File: src/rtl/div_pkg.sv
// div_pkg: shared types and constants for the sequential restoring divider
package div_pkg;
  typedef enum logic [1:0] {IDLE, RUN, DONE} state_e;
  localparam int DIV_WIDTH = 4;
  localparam int CNT_W = $clog2(DIV_WIDTH);
  localparam logic DBZ_FILL = 1'b1;
endpackage

File: src/rtl/trial_subtractor.sv
// trial_subtractor: N-bit unsigned a-b with borrow out (a < b)
module trial_subtractor #(
  parameter int N = 5
) (
  input  logic [N-1:0] a,
  input  logic [N-1:0] b,
  output logic [N-1:0] diff,
  output logic         borrow
);
  assign {borrow, diff} = {1'b0, a} - {1'b0, b};
endmodule

File: src/rtl/seq_restoring_divider.sv
// seq_restoring_divider: unsigned restoring divider, one quotient bit per clock, start/busy/done handshake
module seq_restoring_divider
  import div_pkg::*;
#(
  parameter int WIDTH = DIV_WIDTH
) (
  input  logic             clk,
  input  logic             rst,
  input  logic             start,
  input  logic [WIDTH-1:0] dividend,
  input  logic [WIDTH-1:0] divisor,
  output logic [WIDTH-1:0] quotient,
  output logic [WIDTH-1:0] remainder,
  output logic             busy,
  output logic             done,
  output logic             div_by_zero
);
  localparam int CW = (CNT_W > $clog2(WIDTH)) ? CNT_W : $clog2(WIDTH);
  state_e state_q, state_d;
  logic [WIDTH-1:0] q_q, q_d, r_q, r_d, d_q, d_d, quo_q, quo_d, rem_q, rem_d;
  logic [CW-1:0] cnt_q, cnt_d;
  logic dbz_q, dbz_d;
  logic [WIDTH:0] shifted, diff;
  logic borrow;
  // r_q's top bit is kept as the extra bit so divisors with the MSB set compare correctly
  assign shifted = {r_q, q_q[WIDTH-1]};
  trial_subtractor #(.N(WIDTH+1)) u_sub (
    .a(shifted),
    .b({1'b0, d_q}),
    .diff(diff),
    .borrow(borrow)
  );
  always_ff @(posedge clk) begin
    if (rst) begin
      state_q <= IDLE;
      q_q <= '0;
      r_q <= '0;
      d_q <= '0;
      cnt_q <= '0;
      quo_q <= '0;
      rem_q <= '0;
      dbz_q <= 1'b0;
    end else begin
      state_q <= state_d;
      q_q <= q_d;
      r_q <= r_d;
      d_q <= d_d;
      cnt_q <= cnt_d;
      quo_q <= quo_d;
      rem_q <= rem_d;
      dbz_q <= dbz_d;
    end
  end
  always_comb begin
    state_d = state_q;
    q_d = q_q;
    r_d = r_q;
    d_d = d_q;
    cnt_d = cnt_q;
    quo_d = quo_q;
    rem_d = rem_q;
    dbz_d = dbz_q;
    if (state_q == IDLE && start) begin
      if (divisor == '0) begin
        state_d = DONE;
        quo_d = {WIDTH{DBZ_FILL}};
        rem_d = dividend;
        dbz_d = 1'b1;
      end else begin
        state_d = RUN;
        q_d = dividend;
        r_d = '0;
        d_d = divisor;
        cnt_d = CW'(WIDTH-1);
      end
    end else if (state_q == RUN) begin
      // diff's top bit is always 0 when there is no borrow; folding it in keeps every bit live
      q_d = {q_q[WIDTH-2:0], ~(borrow | diff[WIDTH])};
      r_d = borrow ? shifted[WIDTH-1:0] : diff[WIDTH-1:0];
      cnt_d = cnt_q - 1'b1;
      if (cnt_q == '0) begin
        state_d = DONE;
        quo_d = q_d;
        rem_d = r_d;
        dbz_d = 1'b0;
      end
    end else if (state_q == DONE) begin
      state_d = IDLE;
    end
  end
  assign quotient = quo_q;
  assign remainder = rem_q;
  assign div_by_zero = dbz_q;
  assign busy = state_q == RUN;
  assign done = state_q == DONE;
endmodule

File: config.mk
export PLATFORM = sky130hd
export DESIGN_NAME = seq_restoring_divider
export DESIGN_NICKNAME = d
export VERILOG_FILES = /design/src/rtl/div_pkg.sv /design/src/rtl/trial_subtractor.sv /design/src/rtl/seq_restoring_divider.sv
export SDC_FILE = /design/constraint.sdc
export NUM_CORES = 1
export LEC_CHECK = 0
export BUFFER_PORTS_ARGS = -buffer_cell sky130_fd_sc_hd__clkbuf_2
export CAP_MARGIN = 5
export CORE_ASPECT_RATIO = 0.75
export CORE_MARGIN = 10
export CORE_UTILIZATION = 49
export DETAILED_ROUTE_END_ITERATION = 12
export GPL_TIMING_DRIVEN = 0
export PLACE_DENSITY = 0.74
export SLEW_MARGIN = 20
export SYNTH_ARGS = -nofsm -noshare
export SYNTH_HDL_FRONTEND = slang
export SYNTH_SLANG_ARGS = --single-unit
File: constraint.sdc
create_clock -name clk -period 1.9 [get_ports clk]
set_clock_uncertainty 0.05 [all_clocks]
set_input_delay 0.095 -clock clk [delete_from_list [all_inputs] [get_ports clk]]
set_output_delay 0.095 -clock clk [all_outputs]
set_load 0.05 [all_outputs]
==> flow_summary.ini <==
[die]
coreArea_sq_um = 2603
ios = 22
die_h_microns = 65.06
die-area_sq_um = 5209
initial_utilization = 0.5096
num_rows = 16
dieWidth_microns = 80.08

[clock_tree]
cts-root-buf = clkbuf_4
cts_tree = yes
clkSinkCount = 25
cts_buffer_depth = 2
cts-htree-levels = 1
clkTransAtPathRegs_ns = 0.14
clk_latency_ns = 0.34
numCtsBuffers = 3

[global_route]
grt_start_max_net_pins = 16
track_usage = 0.1254
antenna_found_initial = 0
grt_pass1_vias = 1206
grt_pass1_wl_mm = 5.437
overflow = 0

[setup_path]
crit_fanout = 6
critPathArrivalTime_ns = 2.05
required_ns = 2.07
cpMaxStageDelayCell = o311a_4
critPathKind = flop to flop
reg2reg_slack_ns = 0.02
cpPeakStageDelay_ns = 0.41
r2r-end = remainder[1]
crit_path_start_kind = flop
crit_end = remainder[1]
cp-end-kind = flop
crit_path_start = d_q[1]
crit_path_cell_trace = inv_2, ha_4, nor2b_4, o311a_4, buf_4, o311ai_2, a311oi_1
reg2regPathDepth = 7
rr_startpoint = d_q[1]

[placement]
dpl.cell_count = 212
place_hpwl_mm = 2.430
port_buffers = 20
gp_congestion = 0.9129
place_ws_ns = -0.1976

[detailed_routing]
detail-route-antenna-nets = 0
finalWirelength_mm = 3.465
firstDrtPassIters = 4
drc = 0
first_iter_violations = 85
num_vias = 1270
vias_per_cell = 5.595
drt-wirelength-per-cell_microns = 15.26

[layout]
area.growth.synth_to_final_pct = 31.79
mostFrequentLayoutCells = clkbuf_2 (20), dfxtp_1 (19), nor2_1 (17), a21oi_1 (14), inv_1 (9)
final_layout_size_suffix_gt1_frac = 0.3613
final-seq-area_sq_um = 510.5
multiInputGateArea_sq_um = 894.6
antenna_cells = 0
layout.cells.non_filler = 227
nFillCells = 218
final_common_cell = clkbuf_2
fin_nets = 213

[timing]
slew_viol_final = 0
rsz0062_at_grt = true
whs_ns = -0.01859
hold_violations = 1
fmax_mhz = 532.3
fin_setup_tns_ns = 0
max_slew_margin = 0.6434
timing.final.ws_setup_ns = 0.02121
worst_slew_pin_slew_ns = 0.5349
setup_viol = 0
post-route-min-period_ns = 1.879
min_period_over_period = 0.9888

[logic_synthesis]
syn_inst = 156
synth.distinct_cells = 37
syn-num-nets = 177
avgSynthCellArea_sq_um = 8.502
ys_top_cells_by_area = dfxtp_1 (38%), ha_1 (8.5%), a21oi_1 (5.7%)
synth_seq_area_share = 0.3774
synth-seq-cells = 25
synth-edff-count = 0
yosysTopAreaCell = dfxtp_1
synthArstFlopShare = 0
yosysWarnings = 0
synth-main-ff-cell = dfxtp_1
syn_area_sq_um = 1326
synth_top_area_share = 0.3774

[outcome]
status = complete, but fails checks
violations = hold timing

[flow_run]
max_cap_violations = 0

[power_and_ir_drop]
power_w = 0.002469
p_leak_nw = 0.6682
powerDensity_nw_per_um2 = 1413
ir_drop_mv = 0.6355

[worst_hold_path]
min_path_type = primary input to flop
worstHoldStart = dividend[2]
cell usage after synthesis (2+ instances only):
cell type,instances
nor2_1,17
dfxtp_1,25
o21ai_0,4
o211ai_1,2
o31ai_1,2
inv_1,10
ha_1,9
a22oi_1,4
a311oi_1,5
nor2b_1,4
nand2_1,12
clkbuf_1,2
buf_2,2
nor3_1,8
and2_1,2
nand3_1,5
a21oi_1,15
o311ai_0,4
a211oi_1,6
sequential cells by signal, indices dropped and copies added, names as in the netlist:
name and count:
d_q 4, remainder 4, state_q 2, quotient 4, q_q 4, div_by_zero 1
cnt_q 2, r_q 4
per-stage QoR:
stage            util  instance area (sq um)
2_1_floorplan       -                   1329
3_3_place_gp   0.5663                   1474
3_5_place_dp   0.5663                   1474
4_1_cts        0.6192                   1612
5_1_grt        0.6716                   1748
6_report       0.6716                   1748
layer usage:
metal	vias up	global-route usage	share of wire
li1	635	-	-
met1	597	0.1544	0.46
met2	31	0.2020	0.46
met3	7	0.03994	0.062
met4	0	0.03947	0.017
met5	-	0	0
layout make-up:
| class | instances | share of cell area |
|---|---|---|
| multi-input cells | 115 | 0.5118 |
| flip-flops and latches | 25 | 0.2921 |
| repair buffers | 31 | 0.1117 |
| well taps | 36 | 0.02577 |
| inverters | 10 | 0.02147 |
| plain buffers | 6 | 0.02004 |
| clock buffers | 3 | 0.01288 |
| clock inverters | 1 | 0.004295 |
critical path: cells and delay by family (launching register included):
| kind | cells | cell delay, ns |
|---|---|---|
| AOI/OAI and AO/OA | 3 | 0.78 |
| DFF | 1 | 0.37 |
| buffers and inverters | 2 | 0.22 |
| adders and majority gates | 1 | 0.22 |
| and+or+nand+nor | 1 | 0.13 |
kinds of logic after synthesis:
logic type,after synthesis,synth area share
buffers and inverters,16,0.05283
adders and majority gates,10,0.1000
xor gates and xnor gates,1,0.006605
DFF,25,0.3774
AOI/OAI and AO/OA,47,0.2509
and+or+nand+nor,57,0.2123
report_power, final:
part	switching [W]	total, W	internal (W)	leakage, nW
sequential	0.0000974	0.000754	0.000656	0.207
combinational	0.000866	0.00146	0.000597	0.447
clock	0.000172	0.000253	0.0000809	0.0139
timing repair:
action                     in CTS  in global routing
gates cloned                    0                  0
hold buffers                    5                  0
resized for setup              19                 21
hold endpoints to repair        6                  0
pin swaps                       2                  7
setup endpoints to repair      11                 11
buffers inserted                0                  6
worst min path at each step:
| stage | endpoint | cells after the start |
|---|---|---|
| after floorplan | remainder[0] | 2 |
| after global placement | remainder[0] | 3 |
| after detailed placement | d_q[0] | 3 |
| after CTS | q_q[2] | 3 |
| after global routing | q_q[2] | 3 |
| final | q_q[2] | 3 |
Note: power is estimated with default switching activity, not from simulation.
